`src/rtl/melody_seq.sv`:
```
// Plays a fixed 16-entry song table as (octave, note) codes for a buzzer stage,
// with a silent gap after every note so repeated notes stay audible as separate notes.
module melody_seq #(
  parameter int BEAT_CYCLES = 12500000,
  parameter int GAP_CYCLES  = 1250000   // must be at least 1
) (
  input  logic       sysclk,
  input  logic       rst,
  input  logic       start,
  input  logic       stop,
  input  logic       loop,
  output logic [1:0] tone,
  output logic [2:0] unable,
  output logic       busy,
  output logic       done,
  output logic [3:0] idx
);

  localparam int LONGEST = (4 * BEAT_CYCLES > GAP_CYCLES) ? 4 * BEAT_CYCLES : GAP_CYCLES;
  localparam int CW      = $clog2(LONGEST + 1);
  localparam logic [CW-1:0] GAP_LEN = CW'(GAP_CYCLES - 1);

  typedef enum logic [1:0] {IDLE, NOTE, GAP} state_t;

  // Entry layout: {tone[1:0], note[2:0], beats_m1[1:0]}; tone 2'b00 marks the end.
  function automatic logic [6:0] song(input logic [3:0] i);
    if (i <= 4'd6)      song = {2'b11, i[2:0], 2'd0};
    else if (i == 4'd7) song = {2'b11, 3'd0, 2'd1};
    else                song = 7'd0;
  endfunction

  // Counters load length-1 and count down to zero.
  function automatic logic [CW-1:0] note_len(input logic [1:0] beats_m1);
    note_len = CW'((int'(beats_m1) + 1) * BEAT_CYCLES - 1);
  endfunction

  state_t        state;
  logic [CW-1:0] cnt;
  logic [3:0]    nxt;
  logic [6:0]    nxt_e;
  logic [6:0]    first_e;

  assign nxt     = idx + 4'd1;
  assign nxt_e   = song(nxt);
  assign first_e = song(4'd0);

  always_ff @(posedge sysclk) begin
    if (rst) begin
      state  <= IDLE;
      tone   <= 2'b00;
      unable <= 3'b111;
      busy   <= 1'b0;
      done   <= 1'b0;
      idx    <= 4'd0;
      cnt    <= '0;
    end else begin
      done <= 1'b0;
      case (state)
        IDLE: begin
          if (start && !stop) begin
            state  <= NOTE;
            idx    <= 4'd0;
            tone   <= first_e[6:5];
            unable <= first_e[4:2];
            busy   <= 1'b1;
            cnt    <= note_len(first_e[1:0]);
          end
        end
        NOTE: begin
          if (stop) begin
            state  <= IDLE;
            tone   <= 2'b00;
            unable <= 3'b111;
            busy   <= 1'b0;
            idx    <= 4'd0;
            cnt    <= '0;
          end else if (cnt == '0) begin
            state  <= GAP;
            unable <= 3'b111;
            cnt    <= GAP_LEN;
          end else begin
            cnt <= cnt - 1'b1;
          end
        end
        GAP: begin
          if (stop) begin
            state  <= IDLE;
            tone   <= 2'b00;
            unable <= 3'b111;
            busy   <= 1'b0;
            idx    <= 4'd0;
            cnt    <= '0;
          end else if (cnt != '0) begin
            cnt <= cnt - 1'b1;
          end else if (idx == 4'd15 || nxt_e[6:5] == 2'b00) begin
            done <= 1'b1;
            idx  <= 4'd0;
            if (loop) begin
              state  <= NOTE;
              tone   <= first_e[6:5];
              unable <= first_e[4:2];
              cnt    <= note_len(first_e[1:0]);
            end else begin
              state  <= IDLE;
              tone   <= 2'b00;
              unable <= 3'b111;
              busy   <= 1'b0;
              cnt    <= '0;
            end
          end else begin
            state  <= NOTE;
            idx    <= nxt;
            tone   <= nxt_e[6:5];
            unable <= nxt_e[4:2];
            cnt    <= note_len(nxt_e[1:0]);
          end
        end
        default: state <= IDLE;
      endcase
    end
  end

endmodule

```
`config.mk`:
```
export PLATFORM = sky130hd
export DESIGN_NAME = melody_seq
export DESIGN_NICKNAME = d
export VERILOG_FILES = /design/src/rtl/melody_seq.sv
export SDC_FILE = /design/constraint.sdc
export NUM_CORES = 1
export LEC_CHECK = 0
export CORE_MARGIN = 2
export CORE_UTILIZATION = 55
export CTS_CLUSTER_SIZE = 30
export DETAILED_ROUTE_END_ITERATION = 10
export PLACE_DENSITY = 0.75
export SYNTH_ARGS = -nofsm -noshare
export SYNTH_HDL_FRONTEND = slang
export SYNTH_SLANG_ARGS = --single-unit
```
`constraint.sdc`:
```
create_clock -name sysclk -period 2.8 [get_ports sysclk]
set_input_delay 0.56 -clock sysclk [delete_from_list [all_inputs] [get_ports sysclk]]
set_output_delay 0.56 -clock sysclk [all_outputs]
set_load 0.01 [all_outputs]
```
==> results.md <==
* Clock share of power at between 20% and 30%
* Routed met1 length at 3080 µm
* Slew margin rel. at a little over half
* DRT iter0 DRCs at around 230
* Total global routing track utilization at approximately 27%
* Hold EP: cnt[20]
* Max-slew violation count at 0
* Initial antenna violation count at 0
* Tmin final at about 2.6 ns
* CP max FO at 8
* Final WL at approximately 6500 µm
* First-pass GRT wire length at ~11000 µm
* Multiplexer share of the synthesized area at under 10%
* Layout cells sized above 1 at 12.9%
* Core Area at about 4300 µm²
* CP startpoint kind: register
* TritonCTS Buffers at 5
* CTS root buf: clkbuf_8
* Adder-cell share of the synthesized area at about 4.1%
* Share of power burned in registers at around 34%
* Clock Sink Count at 38
* Hold Vio Cnt, Final at 0
* XOR/XNOR Fraction of Synth Area at 2.53%
* DR WL met3 at around 450 µm
* Skew final at ~0.012 ns
* Kind of cell adding the most delay to the critical path: compound AO/OA/AOI/OAI gates
* Inserted Diodes at 0
* Leak at around 1.0 nW
* CTS Hold Bufs at 0
* Sum of negative setup slack at 0 ns
* Wire per inst at 16.8 µm
* Hold/Removal Path Class: reg2reg
* Die area at slightly below 5000 µm²
* Placed Cells at between 300 and 400
* Multi-input logic area at 1580 µm²
* Number of nets in the layout at roughly 350
* Flops & latches, synth at 38
* Total grt overflow at 0
* R2R Setup Slk at roughly 0.18 ns
* R2R Path End: cnt[20]
* Syn_area_per_cell at around 7.9 µm²
* HP Start: cnt[20]
* Clock insertion delay at the later pin of the skew report at 0.30 ns
* Final Non-Filler Cells at 385
* Critical-path top delay cell: a311oi_2
* Routed Antenna Nets at 0
* Sw power at approximately 800 µW
* Pint at approximately 1.3 mW
* Layout filler cell count at around 370
* Most frequent cells in the layout: dfxtp_1 (38), nand2_1 (33), nor2_1 (25)
* Unique masters post-synth at 67
* CTS tree: done
* Pre-antenna DRT Iters at 5
* Post-Synthesis Cells at between 300 and 400
* Clk buf depth at 2
* Crit path capture type: register
* Total power draw at between 2 and 2.5 mW
* Sequential-to-total area share from yosys stat at between 30% and 40%
* DR top layer: met4
* Peak supply drop at approximately 0.34 mV
* Initial core utilization at roughly 56%
* Worst path cell trace: inv_1 -> ha_1 -> nor4b_1 -> a31oi_1 -> a311oi_2 -> o211ai_1 -> buf_4 -> a31oi_1 -> o22ai_1
* CP Depth at 9
* DRC errors left at 0
* Main synth FF type: dfxtp_1
* Crit path required time at 2.98 ns
* Num rows at 24
* # IOs at 16
* Max_cap viols at 0
* Simple-gate portion of the synthesized area at 30.5%
* Die H at approximately 70 µm
* Number of I/O port buffers at 15
* Period Utilization, post-route at roughly 94%
* Vias in the first global route at around 2200
* Register area at 761 µm²
* Worst Path Buf+Inv at 2
* RSZ-0062 raised after global routing: no
* CP arrival at roughly 2.8 ns
* Largest family of logic cells by synthesized area: simple AND/OR/NAND/NOR gates
* Switch share at a little under two fifths
* Top cell by count, worst path: a31oi_1
* Worst-path clk slew at approximately 0.08 ns
* Max H-tree Level at 2
* Final setup vio count at 0
* Status: finished, final reports clean
* Async SR Flop Fraction at 0%
* EDFF count, synth at 0
* Pwr dens at around 750 nW/µm²
* Most common cell after layout, fill and taps aside: dfxtp_1
* Vias per cell at about 6.3
* Metal2 WL at 2830 µm
* Worst Tran Pin Value at a little under 0.7 ns
* Area grow syn2layout at 17.3%
* Via count at ~2400
* Placer Congestion at approximately 0.86
* Post-synthesis compound-gate area fraction at 26.6%
* CP Class: reg2reg
* Post-Syn Area at about 2400 µm²
* Die width at 70.4 µm
* Syn_nets at 320
* Worst Hold Depth at 2
* Critical R2R Launch: idx[1]
* Synth warn at 0
* Crit-path max cell delay at roughly 0.63 ns
* Largest net degree at the start of global routing at 17
* DP HPWL at between 4000 and 5000 µm
* FF-to-FF path depth at 9
* Gate power share at about two fifths
* Max Fclk at around 380 MHz
-- state kept, by name, indices dropped and copies added (netlist names) --
name / cells
tone: 1
cnt: 26
state: 2
idx: 4
unable: 3
done: 1
busy: 1
-- power groups by stage --
stage          Clock (mW)  Combinational, mW  Sequential (mW)
3_3_place_gp            0              0.794            0.724
2_1_floorplan           0              0.566            0.714
3_5_place_dp            0              0.801            0.727
5_1_grt             0.614              0.907            0.731
4_1_cts             0.593              0.808            0.716
6_report            0.591              0.827            0.718
-- worst max path at each step --
stage | from | end | slack [ns]
2_1_floorplan | idx[0] | cnt[18] | 0.33
3_3_place_gp | idx[1] | cnt[0] | 0.31
3_5_place_dp | idx[1] | cnt[0] | 0.15
4_1_cts | idx[1] | cnt[0] | 0.14
5_1_grt | idx[1] | unable[1] | 0.01
6_report | idx[1] | cnt[20] | 0.18
-- cell type report --
type,count,area share (%)
multi-input combinational,247,55.5
sequential,38,26.7
timing repair buffer,29,8.97
clock buffer,6,2.90
tap,52,2.29
clock inverter,2,2.11
inverter,11,1.45
-- what timing repair did --
action | CTS | global route
gates resized for setup | 0 | 1
setup buffers | 0 | 1
endpoints found under the setup margin | 0 | 7
-- logic make-up (layout without fill, tap and decap cells) --
| group | after synthesis | after routing |
|---|---|---|
| AO/OA/AOI/OAI | 91 | 91 |
| flip-flops | 38 | 38 |
| adder cells (fa/ha/maj) | 8 | 8 |
| buffers and inverters | 22 | 48 |
| AND/OR/NAND/NOR | 138 | 138 |
| XOR/XNOR | 7 | 7 |
| multiplexers | 3 | 3 |
-- metal layers --
layer,global-route usage (%),vias up
met5,0,-
met3,5.05,13
li1,-,1196
met4,9.83,0
met2,39.9,115
met1,39.0,1086
-- worst min-delay path: cells and delay by family (launching register included) --
family | cells | cell delay, ns
compound gates | 1 | 0.05
buf+inv | 1 | 0.05
flops | 1 | 0.32
-- stage by stage --
step                hold slack [ns]  area [µm²]  setup slack [ns]  util [%]
floorplan                     0.436        2420             0.325         -
global placement              0.450        2690             0.310      62.6
CTS                           0.465        2830             0.145      66.0
finish                        0.472        2840             0.182      66.2
global route                  0.488        2840            0.0105      66.2
detailed placement            0.455        2690             0.146      62.6
-- cells in the mapped netlist, drive strengths merged (3+ instances only) --
library cell   n  area share (%)
o31ai          4             1.8
clkbuf         8             1.2
a32oi          3             1.1
nand2         35             5.8
a211oi         7             2.2
nor2          26             4.3
nor3          19             3.9
dfxtp         38              31
xnor2          3             1.1
o21ai         23             5.4
ha             8             4.1
inv           11             1.7
or4            5             1.9
o31a           4             1.5
or3            7             2.0
a21oi         20             4.4
and2           4             1.0
nor4           5             1.3
nand3         13             2.9
a221o          3             1.2
buf            3            0.67
mux2i          3             1.2
a31oi          7             1.8
xor2           4             1.4
and3           3            0.83
nand3b         5             1.5
(Power assumes the default switching activity.)
